--- src/rtl/fpu_pkg.sv ---
// Shared FPU definitions: arbiter state encoding and default sizing constants.
`ifndef FP16_FRACW
`define FP16_FRACW 10
`endif

package fpu_pkg;

  typedef enum logic [2:0] {
    ARB_IDLE,
    ARB_CLEAR,
    ARB_START,
    ARB_BUSY,
    ARB_RESP
  } fmadArbState_t;

  localparam int FMAD_ARB_NREQ    = 4;
  localparam int FMAD_ARB_TIMEOUT = 64;

endpackage

--- src/rtl/fmad_arbiter_rr_pick.sv ---
// rrPick: combinational round-robin pick, first valid requester at or after rrPtr.
module rrPick
  import fpu_pkg::*;
#(
  parameter int NREQ = FMAD_ARB_NREQ,
  parameter int IDW  = $clog2(NREQ)
) (
  input  logic [NREQ-1:0] reqValid,
  input  logic [IDW-1:0]  rrPtr,
  output logic [NREQ-1:0] grant,
  output logic [IDW-1:0]  grantIdx,
  output logic            anyValid
);

  always_comb begin : pick
    int j;
    logic [IDW-1:0] jj;
    j        = 0;
    jj       = '0;
    grant    = '0;
    grantIdx = '0;
    anyValid = 1'b0;
    for (int k = 0; k < NREQ; k++) begin
      j = int'(rrPtr) + k;
      if (j >= NREQ) j = j - NREQ;
      jj = IDW'(j);
      if (!anyValid && reqValid[jj]) begin
        anyValid  = 1'b1;
        grant[jj] = 1'b1;
        grantIdx  = jj;
      end
    end
  end

endmodule

--- src/rtl/fmad_arbiter.sv ---
// fmad_arbiter: round-robin sharing of one fmad unit among NREQ requesters.
// Busy-state watchdog is built only when FMAD_ARBITER_WATCHDOG_EN is defined.
`ifndef FP16_FRACW
`define FP16_FRACW 10
`endif

module fmad_arbiter
  import fpu_pkg::*;
#(
  parameter int WIDTH    = `FP16_FRACW + 1,
  parameter int OUTWIDTH = 2 * WIDTH,
  parameter int NREQ     = FMAD_ARB_NREQ,
  parameter int IDW      = $clog2(NREQ),
  parameter int TIMEOUT  = FMAD_ARB_TIMEOUT
) (
  input  logic                        clock,
  input  logic                        reset,
  input  logic [NREQ-1:0]             reqValid,
  output logic [NREQ-1:0]             reqReady,
  input  logic [NREQ-1:0][WIDTH-1:0]  reqMulIn1,
  input  logic [NREQ-1:0][WIDTH-1:0]  reqMulIn2,
  input  logic [NREQ-1:0][WIDTH-1:0]  reqAddIn,
  input  logic [NREQ-1:0]             reqSub,
  output logic                        rspValid,
  input  logic                        rspReady,
  output logic [IDW-1:0]              rspId,
  output logic [OUTWIDTH-1:0]         rspData,
  output logic                        rspErr,
  output logic [WIDTH-1:0]            fmadMulIn1,
  output logic [WIDTH-1:0]            fmadMulIn2,
  output logic [WIDTH-1:0]            fmadAddIn,
  output logic                        fmadSub,
  output logic                        fmadStart,
  output logic                        fmadReset,
  input  logic [OUTWIDTH-1:0]         fmadOut,
  input  logic                        fmadDone
);

  fmadArbState_t       state_q, state_d;
  logic [IDW-1:0]      rrPtr_q, rrPtr_d;
  logic [IDW-1:0]      rspId_q, rspId_d;
  logic [WIDTH-1:0]    mul1_q, mul1_d, mul2_q, mul2_d, add_q, add_d;
  logic                sub_q, sub_d;
  logic [OUTWIDTH-1:0] rspData_q, rspData_d;
  logic [NREQ-1:0]     gOneHot;
  logic [IDW-1:0]      gIdx;
  logic                anyValid;

  rrPick #(.NREQ(NREQ), .IDW(IDW)) u_pick (
    .reqValid (reqValid),
    .rrPtr    (rrPtr_q),
    .grant    (gOneHot),
    .grantIdx (gIdx),
    .anyValid (anyValid)
  );

`ifdef FMAD_ARBITER_WATCHDOG_EN
  localparam int CW = $clog2(TIMEOUT + 1);
  logic [CW-1:0] wdCnt_q, wdCnt_d;
  logic          rspErr_q, rspErr_d;
`else
  logic unused_timeout;
  assign unused_timeout = ^TIMEOUT;
`endif

  always_comb begin
    state_d   = state_q;
    rrPtr_d   = rrPtr_q;
    rspId_d   = rspId_q;
    mul1_d    = mul1_q;
    mul2_d    = mul2_q;
    add_d     = add_q;
    sub_d     = sub_q;
    rspData_d = rspData_q;
`ifdef FMAD_ARBITER_WATCHDOG_EN
    wdCnt_d   = wdCnt_q;
    rspErr_d  = rspErr_q;
`endif
    case (state_q)
      ARB_IDLE: if (anyValid) begin
        mul1_d  = reqMulIn1[gIdx];
        mul2_d  = reqMulIn2[gIdx];
        add_d   = reqAddIn[gIdx];
        sub_d   = reqSub[gIdx];
        rspId_d = gIdx;
        rrPtr_d = (gIdx == IDW'(NREQ - 1)) ? '0 : gIdx + 1'b1;
        state_d = ARB_CLEAR;
      end
      ARB_CLEAR: state_d = ARB_START;
      ARB_START: begin
        state_d = ARB_BUSY;
`ifdef FMAD_ARBITER_WATCHDOG_EN
        wdCnt_d = '0;
`endif
      end
      ARB_BUSY: begin
`ifdef FMAD_ARBITER_WATCHDOG_EN
        wdCnt_d = wdCnt_q + 1'b1;
`endif
        if (fmadDone) begin
          rspData_d = fmadOut;
`ifdef FMAD_ARBITER_WATCHDOG_EN
          rspErr_d  = 1'b0;
`endif
          state_d   = ARB_RESP;
        end
`ifdef FMAD_ARBITER_WATCHDOG_EN
        // a done in the same cycle as the timeout wins above
        else if (wdCnt_d == CW'(TIMEOUT)) begin
          rspData_d = '0;
          rspErr_d  = 1'b1;
          state_d   = ARB_RESP;
        end
`endif
      end
      ARB_RESP: if (rspReady) state_d = ARB_IDLE;
      default:  state_d = ARB_IDLE;
    endcase
  end

  always_ff @(posedge clock) begin
    if (!reset) begin
      state_q   <= ARB_IDLE;
      rrPtr_q   <= '0;
      rspId_q   <= '0;
      mul1_q    <= '0;
      mul2_q    <= '0;
      add_q     <= '0;
      sub_q     <= 1'b0;
      rspData_q <= '0;
`ifdef FMAD_ARBITER_WATCHDOG_EN
      wdCnt_q   <= '0;
      rspErr_q  <= 1'b0;
`endif
    end else begin
      state_q   <= state_d;
      rrPtr_q   <= rrPtr_d;
      rspId_q   <= rspId_d;
      mul1_q    <= mul1_d;
      mul2_q    <= mul2_d;
      add_q     <= add_d;
      sub_q     <= sub_d;
      rspData_q <= rspData_d;
`ifdef FMAD_ARBITER_WATCHDOG_EN
      wdCnt_q   <= wdCnt_d;
      rspErr_q  <= rspErr_d;
`endif
    end
  end

  // Grant is gated by reset so no handshake completes while the block is being cleared.
  assign reqReady   = gOneHot & {NREQ{(state_q == ARB_IDLE) && reset}};
  assign rspValid   = (state_q == ARB_RESP);
  assign rspId      = rspId_q;
  assign rspData    = rspData_q;
`ifdef FMAD_ARBITER_WATCHDOG_EN
  assign rspErr     = rspErr_q;
`else
  assign rspErr     = 1'b0;
`endif
  assign fmadMulIn1 = mul1_q;
  assign fmadMulIn2 = mul2_q;
  assign fmadAddIn  = add_q;
  assign fmadSub    = sub_q;
  assign fmadStart  = (state_q == ARB_START);
  assign fmadReset  = (state_q == ARB_CLEAR) || !reset;

endmodule
--- config.mk ---
export PLATFORM = sky130hd
export DESIGN_NAME = fmad_arbiter
export DESIGN_NICKNAME = d
export VERILOG_FILES = /design/src/rtl/fpu_pkg.sv /design/src/rtl/fmad_arbiter_rr_pick.sv /design/src/rtl/fmad_arbiter.sv
export SDC_FILE = /design/constraint.sdc
export NUM_CORES = 1
export LEC_CHECK = 0
export CAP_MARGIN = 30
export CORE_MARGIN = 2
export CORE_UTILIZATION = 38
export DETAILED_ROUTE_END_ITERATION = 8
export MAX_ROUTING_LAYER = met4
export PLACE_DENSITY = 0.81
export SLEW_MARGIN = 20
export SYNTH_ARGS = -nofsm -noshare
export SYNTH_HDL_FRONTEND = slang
export SYNTH_SLANG_ARGS = --single-unit
--- constraint.sdc ---
create_clock -name clock -period 3.55 [get_ports clock]
set_clock_uncertainty 0.1 [all_clocks]
set_input_delay 0.71 -clock clock [delete_from_list [all_inputs] [get_ports clock]]
set_output_delay 0.71 -clock clock [all_outputs]
set_load 0.01 [all_outputs]
After elaboration in Yosys (flattened, before gate mapping)
Cells that the tools add are included.

Register bits after elaboration: 63. Logic and storage cells: 103.

Mux-type cells: 45. Reductions and logical operators: 17. Order comparisons: 13. Bitwise logic cells: 4. Equal/unequal tests: 8. Add/sub/neg operators: 8.

Operator list (number): binary-select mux 11 bit (select 2 bit) (3); 2-to-1 mux 11 bit (3); 2-to-1 mux 2 bit (9); 2-to-1 mux 4 bit (4); < comparator 2 x 3 -> 1 bit, second input constant (5); one-hot mux 3 bit (5 select lines) (1); 2-to-1 mux 1 bit (13); OR 4 bit (3); binary-select mux 1 bit (select 2 bit) (5); greater-or-equal comparator 3 bit, second input constant (3); 2-to-1 mux 3 bit (3); demux 1 bit (select 2 bit) (4); greater-or-equal comparator 2 x 1 -> 1 bit, second input constant (4); logical AND 1 bit (8); subtractor 2 x 1 -> 2 bit, second input constant (4); adder 2 x 2 -> 3 bit, second input constant (2); == test 3 x 2 -> 1 bit, second input constant (2); AND 4 bit (1); zero test 1 bit (4); != test 2 bit, second input constant (2); AND reduction 2 bit (2); adder 2 x 1 -> 3 bit, second input constant (1); == test 3 x 1 -> 1 bit, second input constant (1); == test 3 bit, second input constant (1); other kinds (7) (7).

Logic depth before layout (Yosys ltp)
Gate-level depths: netlist (run 1).

Word-level depth: 16. Gate-level depth with buffers: 13. Depth with buffers taken out: 9.

Hierarchy
From an unflattened synthesis (run 1), not the netlist that was laid out.

Cells, all modules: 308. Area, all modules: 3513.4 um2.

Modules (own cells, without submodules): fmad_arbiter (instances 1, area each 3091.7 um2, seq. area each 1261.2 um2, cells an instance 263); rrPick (instances 1, area each 421.7 um2, seq. area each 0.0 um2, cells an instance 45).

Worst setup path before layout (run 1)
Ideal clock, no wire load.

Path type: register to output. From: register rrPtr_q[0]. To: output port reqReady[0]. Path slack: 0.370 ns. Buffers on the path: 2. Stages on the path, launching flop included: 11. Arrival: 2.370 ns. Cell sequence: dfxtp_1 > buf_4 > inv_1 > ha_1 > buf_6 > mux4_2 > nor2b_4 > a22oi_1 > nor2_1 > a221oi_1 > nor2_1.

Longest elaborated chain between the ends: 15. Elaborated cells on any way between the ends: 60. Those cells by class: add/sub (7); order compare (12); mux (27); bitwise (4); reduce/logical (10).

Ends and longest elaborated chain: start: declaration (line fmad_arbiter.sv:40) `logic [IDW-1:0] rrPtr_q, rrPtr_d;`; start signal: assignment (line fmad_arbiter.sv:137) `rrPtr_q <= rrPtr_d;`; branches (longest 13 deep; another with adder 2 x 1 -> 3 bit); 2-to-1 mux 4 bit (*) (line fmad_arbiter_rr_pick.sv:27) `if (!anyValid && reqValid[jj]) begin`; AND 4 bit (*) (line fmad_arbiter.sv:152) `assign reqReady = gOneHot & {NREQ{(state_q == ARB_IDLE) && reset}};`; end: declaration (line fmad_arbiter.sv:19) `output logic [NREQ-1:0] reqReady,`.

Mark *: on every way between the ends. The select of a mux whose other input is x is not followed.

Worst setup path after layout (run 1)
From: input port reqValid[1]. To: output port reqReady[1].

Longest elaborated chain between the ends: 13. Elaborated cells on any way between the ends: 25. Those cells by class: mux (15); bitwise (4); reduce/logical (6).

Ends and longest elaborated chain: start: declaration (line fmad_arbiter.sv:18) `input logic [NREQ-1:0] reqValid,`; binary-select mux 1 bit (select 2 bit) (line fmad_arbiter_rr_pick.sv:27); 2-to-1 mux 1 bit (implied by the code) (line fmad_arbiter_rr_pick.sv:27); 2-to-1 mux 1 bit (line fmad_arbiter_rr_pick.sv:27); zero test 1 bit (line fmad_arbiter_rr_pick.sv:27); logical AND 1 bit (line fmad_arbiter_rr_pick.sv:27); 2-to-1 mux 1 bit (line fmad_arbiter_rr_pick.sv:27); zero test 1 bit (line fmad_arbiter_rr_pick.sv:27); logical AND 1 bit (line fmad_arbiter_rr_pick.sv:27); 2-to-1 mux 1 bit (line fmad_arbiter_rr_pick.sv:27); zero test 1 bit (line fmad_arbiter_rr_pick.sv:27); logical AND 1 bit (line fmad_arbiter_rr_pick.sv:27); 2-to-1 mux 4 bit (*) (line fmad_arbiter_rr_pick.sv:27); AND 4 bit (*) (line fmad_arbiter.sv:152).

Every way passes the cells marked *; elsewhere a longest branch is shown, timed or not. The select of a mux whose other input is x is not followed.

==> impl_metrics.yaml, run 1 <==
layout:
  fillerInstances: 862
  design_area_um2: 6650
  layout-drive-gt1-share_pct: 8.35
  fin_cells: 831
  syn_to_final_growth_pct: 69.1
  fin_util_pct: 65.3
  fin_nets: 864
  diodes: 0
critical_path:
  worst-r2r-cell-count: 10
  r2r-start: "rrPtr_q[1]"
  arrival_ns: 2.69
  critical_path.max_fanout: 4
  startpoint_type: "primary input"
  required_ns: 2.74
  r2r_setup_slack_ns: 0.63
  worstSetupPathType: "primary input to primary output"
  rr_endpoint: "fmadMulIn1[10]"
  cp-end-kind: "primary output"
synth:
  synth.cell_area_um2: 3930
  ys_types: 45
  synth-edff-count: 0
  async_flop_share_pct: 0
  seq_area_frac_synth_pct: 32.1
  ys.warnings.count: 0
  synth_seq_cells: 63
  dominantRegCellSynth: "dfxtp_1"
  syn-mean-instance-area_um2: 8.40
  synthCells: 468
  synth_nets: 642
die:
  die_area_um2: 11200
  row_count: 37
  die_x_um: 106
  start_util_pct: 38.6
  coreArea_um2: 10200
  io-pin-count: 232
  die_h_um: 106
global_route:
  gr-total-overflow: 0
  grt_pass1_wl_mm: 21.0
  grt_pass1_vias: 4292
  grt_antenna_before_repair: 0
  grt_max_degree: 69
  track_usage_pct: 24.2
detailed_routing:
  ant_nets: 0
  met3WireLength_um: 757
  dr_total_vias: 4270
  first_pass_iters: 4
  wl_met1_mm: 5.26
  drc: 0
  first_iter_violations: 168
  wl_per_cell_um: 16.1
  top_layer: "met4"
  dr_wl_met2_mm: 6.95
  wirelength_mm: 13.3
  vias_per_cell: 5.14
power:
  seq_power_share_pct: 24.3
  p_leak_nw: 2.51
  clkPwrFrac_pct: 19.8
  vdd_drop_max_mv: 0.332
  switchingPower_mw: 1.49
  p_sw_share_pct: 37.0
  power_density_nw_per_um2: 605
  combPwrFrac_pct: 55.9
  p_int_mw: 2.53
  power_mw: 4.02
timing:
  setup_viol: 0
  rsz0062_at_grt: "false"
  hold_violations: 0
  max_slew_margin_pct: 66.0
  maxSlewViolCount: 0
  finalCritPeriodShare_pct: 98.6
  tightest_slew_ns: 0.505
  fin_crit_ns: 3.50
  timing.fmax_mhz: 286
place:
  dp.cells: 813
  hpwlAfterDp_mm: 10.3
  gp_congestion: 0.869
  port_buffers: 230
  dpl-instance-area_um2: 6340
clocking:
  clockBufferDepth: 2
  clk_latency_ns: 0.34
  h-tree-depth: 3
  cts_sinks: 63
  cts-root-buf: "clkbuf_8"
  tritoncts: "built"
  clk_transition_reported_paths_ns: 0.08
  cts_buffers: 9
run_status:
  status: "complete, no violations"
hold_path:
  whs_path_depth: 2
  min_to: "rspData[1]"
  min_path_type: "flip-flop to flip-flop"
  min-delay-start: "rspData[1]"
run:
  maxCapViolCount: 0
[worst max-delay path: stages]
cell	delay (ns)
clkdlybuf4s50_1	0.44
mux4_2	0.53
buf_4	0.18
a22oi_1	0.19
nor2_1	0.06
a221oi_1	0.23
nor2_1	0.07
dlygate4sd2_1	0.28
[flip-flops by register name, indices dropped and copies added, names as in the netlist]
name	cells
fmadMulIn1	11
rspId	2
state_q	3
rspData	22
fmadSub	1
fmadAddIn	11
rrPtr_q	2
fmadMulIn2	11
[metal layers]
layer  global-route usage [%]  vias to the layer above
met5                        -                        -
met4                     10.4                        0
met3                     5.69                       33
met2                     42.1                      159
met1                     26.2                     1967
li1                         -                     2111
[Yosys cell counts, types with 2 or more instances]
| master | number | area (um^2) |
|---|---|---|
| nand2_1 | 82 | 308 |
| dfxtp_1 | 63 | 1260 |
| a21boi_0 | 50 | 375 |
| mux2i_1 | 40 | 400 |
| and3_1 | 34 | 213 |
| o211ai_1 | 34 | 255 |
| o21ai_1 | 26 | 130 |
| clkbuf_1 | 25 | 93.8 |
| nor2_1 | 13 | 48.8 |
| o21ai_0 | 11 | 55.1 |
| buf_2 | 10 | 50.1 |
| ha_1 | 8 | 100 |
| a21boi_1 | 7 | 52.6 |
| a22oi_1 | 5 | 37.5 |
| buf_4 | 5 | 37.5 |
| nor2b_1 | 5 | 31.3 |
| nor3b_1 | 5 | 37.5 |
| a221oi_1 | 4 | 35.0 |
| nand2b_1 | 4 | 25.0 |
| and2_1 | 3 | 18.8 |
| buf_12 | 3 | 60.1 |
| inv_1 | 3 | 11.3 |
| o31ai_1 | 3 | 22.5 |
| buf_6 | 2 | 22.5 |
| mux4_2 | 2 | 45.0 |
| o21a_1 | 2 | 15.0 |
[power by group through the flow]
stage / sequential, mW / combinational (mW) / clock [mW]
2_1_floorplan: 1.06 / 1.33 / 0
3_3_place_gp: 0.983 / 2.13 / 0
3_5_place_dp: 0.989 / 2.19 / 0
4_1_cts: 0.977 / 2.21 / 0.807
5_1_grt: 1.00 / 2.43 / 0.845
6_report: 0.978 / 2.25 / 0.795
[logic make-up after synthesis]
| logic type | Yosys count | share of synthesized area (%) |
|---|---|---|
| AOI/OAI and AO/OA | 151 | 27.3 |
| adders and majority gates | 8 | 2.55 |
| buffers and inverters | 48 | 7.00 |
| DFF | 63 | 32.1 |
| muxes | 43 | 11.7 |
| other | 1 | 0.0954 |
| and+or+nand+nor | 154 | 19.3 |
[how the worst max path moves through the flow]
| stage | cells after the start | to | from | slack [ns] |
|---|---|---|---|---|
| 2_1_floorplan | 10 | reqReady[0] | rrPtr_q[0] | 0.37 |
| 3_3_place_gp | 8 | reqReady[0] | reqValid[0] | -0.11 |
| 3_5_place_dp | 8 | reqReady[2] | reqValid[0] | -0.20 |
| 4_1_cts | 9 | reqReady[0] | reqValid[0] | 0.004 |
| 5_1_grt | 8 | reqReady[1] | reqValid[1] | 0.007 |
| 6_report | 8 | reqReady[1] | reqValid[1] | 0.05 |
[layout by cell type, fill, tap and decap left out, types with 2 or more instances in the layout]
master / instances
nand2_1: 82
dfxtp_1: 63
nor2_1: 13
a21boi_1: 7
inv_1: 2
dlygate4sd2_1: 3
nand2b_1: 4
buf_12: 2
mux2i_1: 40
clkdlybuf4s50_1: 224
and3_1: 34
o21a_1: 2
a22oi_1: 5
buf_4: 24
clkbuf_2: 2
bufinv_16: 3
o211ai_1: 34
a221oi_2: 3
and2_1: 3
o31ai_1: 2
ha_1: 7
o21ai_0: 11
mux4_2: 2
a21boi_0: 50
nor3b_1: 5
nor2b_1: 5
o21ai_1: 26
clkbuf_8: 10
[layout make-up]
cell class	instances	area [um^2]	share of cell area, %
clock buffer	10	138	2.07
clock inverter	6	115	1.73
inverter	3	11.3	0.169
multi-input combinational	357	2440	36.7
sequential	63	1260	19.0
tap	136	170	2.56
timing repair buffer	256	2510	37.8
[metrics by stage]
stage / worst slack, ns / hold slack [ns] / TNS, ns
finish: 0.0497 / 0.364 / 0
CTS: 0.00444 / 0.369 / 0
global placement: -0.111 / 0.349 / -0.431
detailed placement: -0.205 / 0.358 / -0.764
global route: 0.00684 / 0.387 / 0
floorplan: 0.370 / 0.387 / 0
[repair_timing]
action | CTS | global route
hold buffers | 0 | 0
setup buffers | 2 | 0
gates resized for setup | 7 | 10
endpoints found under the setup margin | 4 | 4
Power figures use the tool's default switching activity.
==> inputs of run 2 (changes only) <==
Settings changed: SLEW_MARGIN 20 to 30.
==> results of run 2 <==
Same layout as run 1: the final DEF is identical, and so are final timing and power.
==> inputs of run 3 (changes only) <==
Settings changed: GPL_TIMING_DRIVEN set to 1.
==> results of run 3 <==
Same layout as run 1: the final DEF is identical, and so are final timing and power.
